--- src/rtl/lane_unshifter_pkg.sv ---
// rtl/lane_unshifter_pkg.sv - shared constants, encodings and state type for the lane unshifter
package shift_pkg;

  localparam int LANES   = 8;
  localparam int LANE_W  = 4;
  localparam int SHIFT_W = $clog2(LANE_W);

  // Forward direction encoding; the unshifter moves data the other way.
  localparam logic DIR_LEFT  = 1'b1;
  localparam logic DIR_RIGHT = 1'b0;

  // Fill mode encoding.
  localparam logic SR_ROTATE = 1'b1;
  localparam logic SR_SHIFT  = 1'b0;

  typedef enum logic [1:0] {
    IDLE  = 2'd0,
    SHIFT = 2'd1,
    DONE  = 2'd2
  } state_t;

  // Amounts wider than a lane wrap; a no-op when LANE_W is a power of two.
  function automatic int unsigned wrap_amount(input int unsigned amt, input int unsigned lane_w);
    return amt % lane_w;
  endfunction

endpackage

--- src/rtl/lane_unshifter_if.sv ---
// rtl/lane_unshifter_if.sv - command/result handshake bundle for the lane unshifter
interface lane_unshifter_if #(
  parameter int LANES   = shift_pkg::LANES,
  parameter int LANE_W  = shift_pkg::LANE_W,
  parameter int SHIFT_W = shift_pkg::SHIFT_W
);

  logic [LANES*LANE_W-1:0] lane_unshifter_port_input;
  logic                    lane_unshifter_port_sr;
  logic [SHIFT_W-1:0]      lane_unshifter_port_shift;
  logic                    lane_unshifter_port_direction;
  logic                    lane_unshifter_port_in_valid;
  logic                    lane_unshifter_port_in_ready;
  logic [LANES*LANE_W-1:0] lane_unshifter_port_output;
  logic                    lane_unshifter_port_lost;
  logic                    lane_unshifter_port_out_valid;
  logic                    lane_unshifter_port_out_ready;

  // Producer/consumer side driving commands and taking results.
  modport master (
    output lane_unshifter_port_input,
    output lane_unshifter_port_sr,
    output lane_unshifter_port_shift,
    output lane_unshifter_port_direction,
    output lane_unshifter_port_in_valid,
    input  lane_unshifter_port_in_ready,
    input  lane_unshifter_port_output,
    input  lane_unshifter_port_lost,
    input  lane_unshifter_port_out_valid,
    output lane_unshifter_port_out_ready
  );

  // Unshifter side.
  modport slave (
    input  lane_unshifter_port_input,
    input  lane_unshifter_port_sr,
    input  lane_unshifter_port_shift,
    input  lane_unshifter_port_direction,
    input  lane_unshifter_port_in_valid,
    output lane_unshifter_port_in_ready,
    output lane_unshifter_port_output,
    output lane_unshifter_port_lost,
    output lane_unshifter_port_out_valid,
    input  lane_unshifter_port_out_ready
  );

endinterface

--- src/rtl/lane_unshifter_lane_step.sv ---
// rtl/lane_unshifter_lane_step.sv - one-bit rotate/shift of a single lane with carry-out
module lane_step import shift_pkg::*; #(
  parameter int LANE_W = shift_pkg::LANE_W
) (
  input  logic [LANE_W-1:0] i_lane,
  input  logic              i_rotate,
  input  logic              i_move_right,
  output logic [LANE_W-1:0] o_lane,
  output logic              o_carry
);

  // The exiting bit wraps to the far end when rotating, otherwise zero fills.
  always_comb begin
    o_lane  = i_lane;
    o_carry = 1'b0;
    if (i_move_right) begin
      o_carry = i_lane[0];
      o_lane  = {i_rotate & i_lane[0], i_lane[LANE_W-1:1]};
    end else begin
      o_carry = i_lane[LANE_W-1];
      o_lane  = {i_lane[LANE_W-2:0], i_rotate & i_lane[LANE_W-1]};
    end
  end

endmodule

--- src/rtl/lane_unshifter.sv ---
// rtl/lane_unshifter.sv - iterative per-lane inverse of the lane barrel shifter
module lane_unshifter import shift_pkg::*; #(
  parameter int LANES   = shift_pkg::LANES,
  parameter int LANE_W  = shift_pkg::LANE_W,
  parameter int SHIFT_W = shift_pkg::SHIFT_W
) (
  input  logic              lane_unshifter_port_clk,
  input  logic              lane_unshifter_port_reset,
  lane_unshifter_if.slave   bus
);

  localparam int DATA_W = LANES * LANE_W;

  state_t              r_state;
  state_t              w_next_state;
  logic [DATA_W-1:0]   r_work;
  logic [DATA_W-1:0]   w_stepped;
  logic [LANES-1:0]    w_carry;
  logic                r_sr;
  logic                r_dir;
  logic                r_lost;
  logic [SHIFT_W-1:0]  r_count;
  logic [SHIFT_W-1:0]  w_amount;
  logic                w_accept;
  logic                w_step;
  logic                w_rotate;
  logic                w_move_right;

  assign w_amount     = SHIFT_W'(wrap_amount(32'(bus.lane_unshifter_port_shift), LANE_W));
  assign w_accept     = (r_state == IDLE) && bus.lane_unshifter_port_in_valid;
  assign w_step       = (r_state == SHIFT) && (r_count != '0);
  assign w_rotate     = (r_sr == SR_ROTATE);
  // Undo a forward left shift by moving right, and vice versa.
  assign w_move_right = (r_dir == DIR_LEFT);

  for (genvar g = 0; g < LANES; g++) begin : g_lane
    lane_step #(
      .LANE_W (LANE_W)
    ) u_lane_step (
      .i_lane       (r_work[g*LANE_W +: LANE_W]),
      .i_rotate     (w_rotate),
      .i_move_right (w_move_right),
      .o_lane       (w_stepped[g*LANE_W +: LANE_W]),
      .o_carry      (w_carry[g])
    );
  end

  // State register; reset drops any in-flight word.
  always_ff @(posedge lane_unshifter_port_clk) begin
    if (lane_unshifter_port_reset) begin
      r_state <= IDLE;
    end else begin
      r_state <= w_next_state;
    end
  end

  // Next-state: one idle cycle between result handshake and the next accept.
  always_comb begin
    w_next_state = r_state;
    case (r_state)
      IDLE: begin
        if (bus.lane_unshifter_port_in_valid) begin
          w_next_state = SHIFT;
        end
      end
      SHIFT: begin
        if (r_count == '0) begin
          w_next_state = DONE;
        end
      end
      DONE: begin
        if (bus.lane_unshifter_port_out_ready) begin
          w_next_state = IDLE;
        end
      end
      default: begin
        w_next_state = IDLE;
      end
    endcase
  end

  // Work register, latched fields and step counter; fields sampled only on accept.
  always_ff @(posedge lane_unshifter_port_clk) begin
    if (lane_unshifter_port_reset) begin
      r_work  <= '0;
      r_sr    <= 1'b0;
      r_dir   <= 1'b0;
      r_count <= '0;
      r_lost  <= 1'b0;
    end else if (w_accept) begin
      r_work  <= bus.lane_unshifter_port_input;
      r_sr    <= bus.lane_unshifter_port_sr;
      r_dir   <= bus.lane_unshifter_port_direction;
      r_count <= w_amount;
      r_lost  <= 1'b0;
    end else if (w_step) begin
      r_work  <= w_stepped;
      r_count <= r_count - SHIFT_W'(1);
      if (r_sr == SR_SHIFT) begin
        r_lost <= r_lost | (|w_carry);
      end
    end
  end

  assign bus.lane_unshifter_port_in_ready  = (r_state == IDLE);
  assign bus.lane_unshifter_port_out_valid = (r_state == DONE);
  assign bus.lane_unshifter_port_output    = (r_state == DONE) ? r_work : '0;
  assign bus.lane_unshifter_port_lost      = (r_state == DONE) & r_lost;

endmodule

--- src/flat_wrapper.sv ---
// flat-port wrapper written by rule: the top's interface ports become plain ports
module lane_unshifter_flat import shift_pkg::*;
#(
  parameter int LANES   = shift_pkg::LANES,
  parameter int LANE_W  = shift_pkg::LANE_W,
  parameter int SHIFT_W = shift_pkg::SHIFT_W
)
  (lane_unshifter_port_clk, lane_unshifter_port_reset, bus_lane_unshifter_port_input, bus_lane_unshifter_port_sr, bus_lane_unshifter_port_shift, bus_lane_unshifter_port_direction, bus_lane_unshifter_port_in_valid, bus_lane_unshifter_port_in_ready, bus_lane_unshifter_port_output, bus_lane_unshifter_port_lost, bus_lane_unshifter_port_out_valid, bus_lane_unshifter_port_out_ready);
  lane_unshifter_if #(.LANES(LANES), .LANE_W(LANE_W), .SHIFT_W(SHIFT_W)) bus_i ();
  input  logic lane_unshifter_port_clk;
  input  logic lane_unshifter_port_reset;
  input wire logic [$bits(bus_i.lane_unshifter_port_input)-1:0] bus_lane_unshifter_port_input;
  input wire logic [$bits(bus_i.lane_unshifter_port_sr)-1:0] bus_lane_unshifter_port_sr;
  input wire logic [$bits(bus_i.lane_unshifter_port_shift)-1:0] bus_lane_unshifter_port_shift;
  input wire logic [$bits(bus_i.lane_unshifter_port_direction)-1:0] bus_lane_unshifter_port_direction;
  input wire logic [$bits(bus_i.lane_unshifter_port_in_valid)-1:0] bus_lane_unshifter_port_in_valid;
  output wire logic [$bits(bus_i.lane_unshifter_port_in_ready)-1:0] bus_lane_unshifter_port_in_ready;
  output wire logic [$bits(bus_i.lane_unshifter_port_output)-1:0] bus_lane_unshifter_port_output;
  output wire logic [$bits(bus_i.lane_unshifter_port_lost)-1:0] bus_lane_unshifter_port_lost;
  output wire logic [$bits(bus_i.lane_unshifter_port_out_valid)-1:0] bus_lane_unshifter_port_out_valid;
  input wire logic [$bits(bus_i.lane_unshifter_port_out_ready)-1:0] bus_lane_unshifter_port_out_ready;
  assign bus_i.lane_unshifter_port_input = bus_lane_unshifter_port_input;
  assign bus_i.lane_unshifter_port_sr = bus_lane_unshifter_port_sr;
  assign bus_i.lane_unshifter_port_shift = bus_lane_unshifter_port_shift;
  assign bus_i.lane_unshifter_port_direction = bus_lane_unshifter_port_direction;
  assign bus_i.lane_unshifter_port_in_valid = bus_lane_unshifter_port_in_valid;
  assign bus_lane_unshifter_port_in_ready = bus_i.lane_unshifter_port_in_ready;
  assign bus_lane_unshifter_port_output = bus_i.lane_unshifter_port_output;
  assign bus_lane_unshifter_port_lost = bus_i.lane_unshifter_port_lost;
  assign bus_lane_unshifter_port_out_valid = bus_i.lane_unshifter_port_out_valid;
  assign bus_i.lane_unshifter_port_out_ready = bus_lane_unshifter_port_out_ready;
  lane_unshifter #(.LANES(LANES), .LANE_W(LANE_W), .SHIFT_W(SHIFT_W)) u_core (.lane_unshifter_port_clk(lane_unshifter_port_clk), .lane_unshifter_port_reset(lane_unshifter_port_reset), .bus(bus_i));
endmodule
--- config.mk ---
export PLATFORM = sky130hd
export DESIGN_NAME = lane_unshifter_flat
export DESIGN_NICKNAME = d
export VERILOG_FILES = /design/src/rtl/lane_unshifter_pkg.sv /design/src/rtl/lane_unshifter_if.sv /design/src/rtl/lane_unshifter_lane_step.sv /design/src/rtl/lane_unshifter.sv /design/src/flat_wrapper.sv
export SDC_FILE = /design/constraint.sdc
export NUM_CORES = 1
export LEC_CHECK = 0
export ABC_AREA = 1
export BUFFER_PORTS_ARGS = -buffer_cell sky130_fd_sc_hd__buf_4
export CAP_MARGIN = 0
export CORE_MARGIN = 2
export CORE_UTILIZATION = 52
export CTS_CLUSTER_DIAMETER = 120
export CTS_CLUSTER_SIZE = 30
export DETAILED_ROUTE_END_ITERATION = 16
export PLACE_DENSITY = 0.81
export SYNTH_ARGS = -nofsm -noshare
export SYNTH_HDL_FRONTEND = slang
export SYNTH_SLANG_ARGS = --single-unit
export TNS_END_PERCENT = 100
--- constraint.sdc ---
create_clock -name lane_unshifter_port_clk -period 1.7 [get_ports lane_unshifter_port_clk]
set_input_delay 0.17 -clock lane_unshifter_port_clk [delete_from_list [all_inputs] [get_ports lane_unshifter_port_clk]]
set_output_delay 0.17 -clock lane_unshifter_port_clk [all_outputs]
set_load 0.01 [all_outputs]
After elaboration in Yosys (flattened, before gate mapping)
Index checks and enable logic that the tools add are counted.
{ "totals": {"register_bits": 39, "input_bits": 40, "output_inout_bits": 35, "word_cells": 66} }
{ "classes": {"add_sub_neg": 1, "eq_ne": 5, "mux": 25, "bitwise_logic": 19, "reduce_logical": 10} }
{ "ops": {"columns": ["cell", "count"], "rows": [
  ["$mux 32", 3],
  ["$mux 4", 8],
  ["$and 1x1->1", 17],
  ["$mux 2", 5],
  ["$mux 1", 8],
  ["$reduce_or 8->1", 1],
  ["$pmux 2 s3", 1],
  ["$logic_not 2->1", 2],
  ["$ne 2x2->1 const B", 2],
  ["$reduce_bool 2->1", 2],
  ["$reduce_and 3->1", 1],
  ["$eq 2x1->1 const B", 1],
  ["$eq 2x2->1 const B", 1],
  ["$logic_and 1x1->1", 2],
  ["$ne 2x1->1 const B", 1],
  ["$reduce_and 2->1", 1],
  ["$reduce_or 2->1", 1],
  ["$sub 2x1->2 const B", 1],
  ["$not 1->1", 1],
  ["$or 1x1->1", 1]
]} }

Logic depth before layout (Yosys ltp)
{ "depth": {"word_depth": 4, "depth_mapped": 9, "mapped_depth_nobuf": 8} }

Cells and area by module
A second synthesis with hierarchy kept.
{ "hier_totals": {"hier_cells": 536, "hier_area_um2": 2954.1} }
{ "modules_own_cells": {"columns": ["mod", "instances", "cells_per_inst", "area_per_inst_um2", "seq_area_each_um2"], "rows": [
  ["lane_unshifter", 1, 408, 2413.6, 780.7],
  ["lane_step", 8, 16, 67.6, 0.0]
]} }

Least setup slack after synthesis
Ideal clock, no wire load.
{ "synth_path": {"path_kind": "flip-flop to flip-flop", "from": "register u_core.r_count[0]", "to": "register u_core.r_work[30]", "setup_time_ns": 0.131, "arrival_time_ns": 1.162, "required_time_ns": 1.569, "slack_ns": 0.407, "path_stages_with_launch": 9, "n_path_buf": 0, "period_less_slack_ns": 1.293, "cell_sequence": "dfxtp_1 > inv_1 > ha_1 > nor2_4 > inv_4 > nand2_8 > clkinv_1 > nand2_1 > a21oi_2"} }
{ "synth_between": {"elab_chain_cells": 3} }
{ "synth_lines": {"columns": ["element", "line", "rtl"], "rows": [
  ["start, declared", "lane_unshifter.sv:22", "logic [SHIFT_W-1:0] r_count;"],
  ["start signal, assigned", "lane_unshifter.sv:94", "r_count <= w_amount;"],
  ["start signal, assigned", "lane_unshifter.sv:98", "r_count <= r_count - SHIFT_W'(1);"],
  ["$reduce_bool 2->1", "lane_unshifter.sv:31", "assign w_step = (r_state == SHIFT) && (r_count != '0);"],
  ["$logic_and 1x1->1", "lane_unshifter.sv:31", null],
  ["$reduce_bool 2->1 (no source line)", null, null],
  ["end signal, assigned", "lane_unshifter.sv:91", "r_work <= bus.lane_unshifter_port_input;"],
  ["end signal, assigned", "lane_unshifter.sv:97", "r_work <= w_stepped;"],
  ["end, declared", "lane_unshifter.sv:16", "logic [DATA_W-1:0] r_work;"]
]} }
No other way between the ends.
A chain may end at the register's enable or synchronous reset.

Worst setup path after layout
Same ends and word-level chain as after synthesis.

==> results_dict.tcl <==
set metrics [dict create \
    power_per_cell_area_nw_per_um2 853 \
    buffer_ports.inserted 74 \
    initial_core_util 0.532 \
    post_synth_fa_ha_maj_area_fraction 0.00505 \
    final_setup_fails 0 \
    p_leak_nw 1.29 \
    slew_headroom 0.682 \
    synth.top_cells.by_count "sky130_fd_sc_hd__nand2_1, sky130_fd_sc_hd__nor2_1, sky130_fd_sc_hd__inv_1" \
    cts_hold_buffers 0 \
    path_delay_family "simple AND/OR/NAND/NOR gates" \
    syn_std_cell_area_um2 2480 \
    n_antenna_cell 0 \
    post_synth_main_area_contributors "sky130_fd_sc_hd__dfxtp_1, sky130_fd_sc_hd__nand2_1, sky130_fd_sc_hd__nor2_1" \
    post_synthesis_sequential_area_ratio 0.315 \
    yosys_register_bits 39 \
    share_of_post_route_cells_with_drive_strength_above_1 0.270 \
    clock_skew_ns 0.00532 \
    final_area_um2 3080 \
    cts_tree "done" \
    synth_compound_gate_area_share 0.303 \
    run_status "complete, no violations" \
    die-area_um2 5340 \
    synthDominantCellAreaShare 0.315 \
    floorplan.io_pins 75 \
    syn_area_per_cell_um2 6.85 \
    n_fill_cell 410 \
    synth_xor_xnor_area_share 0 \
    hold_viol_final 0 \
    grt_max_degree 37 \
    post-route-min-period_ns 1.55 \
    number_of_enable_flip_flop_cells_after_synthesis 0 \
    clkLatencyLatePin_ns 0.29 \
    critPathCaptureType "flip-flop" \
    wl_um 6330 \
    r2r_cells 8 \
    drtIter0Drc 183 \
    placementRows 25 \
    finish.cell_count_without_fillers 477 \
    antenna_violations_before_repair 0 \
    dp_hpwl_um 4440 \
    multi_input_comb_area_um2 1310 \
    netlist-cell-type-count 32 \
    antenna_violating_nets_post_route 0 \
    yosysWarnings 0 \
    critical_path.max_fanout 24 \
    start_point_of_the_critical_path "u_core.r_count[0]" \
    routed_via_density 5.45 \
    post-route-worst-setup-slack_ns 0.151 \
    design.core.area_um2 4660 \
    clk_pin_slew_worst_paths_ns 0.07 \
    finalSetupTns_ns 0 \
    cts.repair_timing.setup_buffer_count 0 \
    synth_top_family_by_area "compound AO/OA/AOI/OAI gates" \
    final_net_count 463 \
    wire_per_inst_um 13.3 \
    upper_clock_frequency_limit_mhz 646 \
    placement.setup.worst_slack_ns 0.175 \
    clock_tree.htree_level_count 2 \
    path_depth 8 \
    worstReg2RegStart "u_core.r_count[0]" \
    hold_ws_ns 0.119 \
    crit_path_max_incr_delay_ns 0.34 \
    synth.most_common_cell "sky130_fd_sc_hd__nand2_1" \
    min-delay-path-class "in2reg" \
    tightest_pin_transition_ns 0.476 \
    worstPathCellList "inv_1 -> ha_1 -> nor2_4 -> inv_4 -> nand2_8 -> clkinv_1 -> nand2_1 -> a21oi_2" \
    grtUsageTotal 0.243 \
    grt_pass1_vias 2235 \
    synthToLayoutAreaGrowth_pct 24.2 \
    min_path_cells 2 \
    synth_nets 403 \
    instance_count_of_the_mapped_netlist 362 \
    fin_util 0.661 \
    die_x_um 73.1 \
    drv.max_cap_violation_count 0 \
    die_h_um 73.1 \
    peakVddDrop_v 0.000417 \
    wire_length_of_the_first_global_routing_pass_um 10200 \
    cts_sinks 39 \
    synth.mux.area_fraction 0 \
    critPathRequiredTime_ns 1.89 \
    number_of_pins_with_negative_max_slew_slack_in_the_final_report 0 \
    global_route.overflow_total 0 \
    fin_crit_sh 0.911 \
    globalplace.congestion 0.819 \
    critical_path_class "reg2reg" \
    firstDrtPassIters 5 \
    critical_path.startpoint_type "flip-flop" \
    crit_path_top_delay_cell "sky130_fd_sc_hd__dfxtp_1" \
    postSynth.topFlopCell "sky130_fd_sc_hd__dfxtp_1" \
    layout.area.seq_um2 782 \
    total_power_mw 2.63 \
    buffer_depth_of_the_longest_clock_path 2 \
    critical_path_buf_inv_count 3 \
    hold_path.startpoint "lane_unshifter_port_reset" \
    asyncSetResetFlopFracSynth 0 \
    critical_path_arrival_ns 1.74 \
    ctsRootBufferMaster "sky130_fd_sc_hd__clkbuf_8" \
    placedCellCount 469 \
    rsz0062_at_grt "no" \
    synthDominantAreaCellType "sky130_fd_sc_hd__dfxtp_1" \
    drt_drc_violations_left 0 \
    synthSimpleGateAreaFrac 0.221 \
    cts_made_buffers 5 \
    num_vias 2598 \
    place_area_um2 2980 \
]
==> registers in the layout, summed over array words and instances, names as in the netlist <==
signal	count
u_core.r_dir	1
u_core.r_state	2
u_core.r_count	2
u_core.r_lost	1
u_core.r_work	32
u_core.r_sr	1
==> worst reg2reg max path: cells and delay by family (launching register included) <==
family,cells,cell delay (ns)
flip-flops,1,0.34
adder cells (fa/ha/maj),1,0.22
AND/OR/NAND/NOR,3,0.44
buffers and inverters,3,0.39
AO/OA/AOI/OAI,1,0.06
==> cell families (layout without fill, tap and decap cells) <==
| group | count (synthesis) | after routing |
|---|---|---|
| adders and majority gates | 1 | 1 |
| and+or+nand+nor | 132 | 132 |
| buffers and inverters | 74 | 135 |
| AOI/OAI and AO/OA | 116 | 116 |
| DFF | 39 | 39 |
==> repair_timing <==
action,CTS,global route
gates resized for setup,0,2
endpoints found under the hold margin,0,0
setup endpoints to repair,0,33
==> final cells by class <==
class                      instances  share of cell area
clock buffer                       8              0.0325
inverter                          46              0.0593
multi-input combinational        249               0.427
sequential                        39               0.254
tap                               54              0.0219
timing repair buffer              81               0.206
==> power breakdown <==
part / total [mW] / internal, mW / switching, mW / leakage (nW)
sequential: 1.11 / 1.03 / 0.0854 / 0.322
clock: 0.695 / 0.370 / 0.324 / 0.0515
combinational: 0.821 / 0.330 / 0.491 / 0.912
==> final timing paths <==
kind                        to  slack [ns]
min reg2reg      u_core.r_lost        0.46
min          u_core.r_work[30]        0.12
max reg2reg  u_core.r_work[30]        0.15
max          u_core.r_work[30]        0.15
==> cells in the final DEF (no fill, tap or decap) <==
master,instances
sky130_fd_sc_hd__dfxtp_1,38
sky130_fd_sc_hd__a31oi_2,2
sky130_fd_sc_hd__nand4_1,2
sky130_fd_sc_hd__nand2_2,1
sky130_fd_sc_hd__nor2_2,1
sky130_fd_sc_hd__nand2_1,79
sky130_fd_sc_hd__a21oi_1,19
sky130_fd_sc_hd__or2_1,1
sky130_fd_sc_hd__a31oi_1,15
sky130_fd_sc_hd__and2_1,1
sky130_fd_sc_hd__o211ai_2,12
sky130_fd_sc_hd__dfxtp_2,1
sky130_fd_sc_hd__o22ai_1,13
sky130_fd_sc_hd__clkbuf_1,1
sky130_fd_sc_hd__nand2_8,1
sky130_fd_sc_hd__inv_2,1
sky130_fd_sc_hd__nor2_1,43
sky130_fd_sc_hd__nand2_4,1
sky130_fd_sc_hd__inv_6,1
sky130_fd_sc_hd__inv_4,2
sky130_fd_sc_hd__o21ai_1,27
sky130_fd_sc_hd__clkbuf_8,7
sky130_fd_sc_hd__o21ai_0,16
sky130_fd_sc_hd__a21oi_2,1
sky130_fd_sc_hd__o211ai_1,10
sky130_fd_sc_hd__buf_12,2
sky130_fd_sc_hd__a211oi_1,1
sky130_fd_sc_hd__ha_1,1
sky130_fd_sc_hd__buf_4,79
sky130_fd_sc_hd__clkinv_1,1
sky130_fd_sc_hd__inv_1,41
sky130_fd_sc_hd__nor2_4,2
==> per-layer routing <==
layer  wire length, µm  vias to the layer above  part of all wire  global-route usage
li1                  -                     1316                 -                   -
met1              2910                     1187              0.46               0.335
met2              2950                       89              0.47               0.378
met3               387                        6             0.061              0.0525
met4                82                        0             0.013              0.0782
met5                 0                        -                 0                   0
Power figures use the tool's default switching activity.
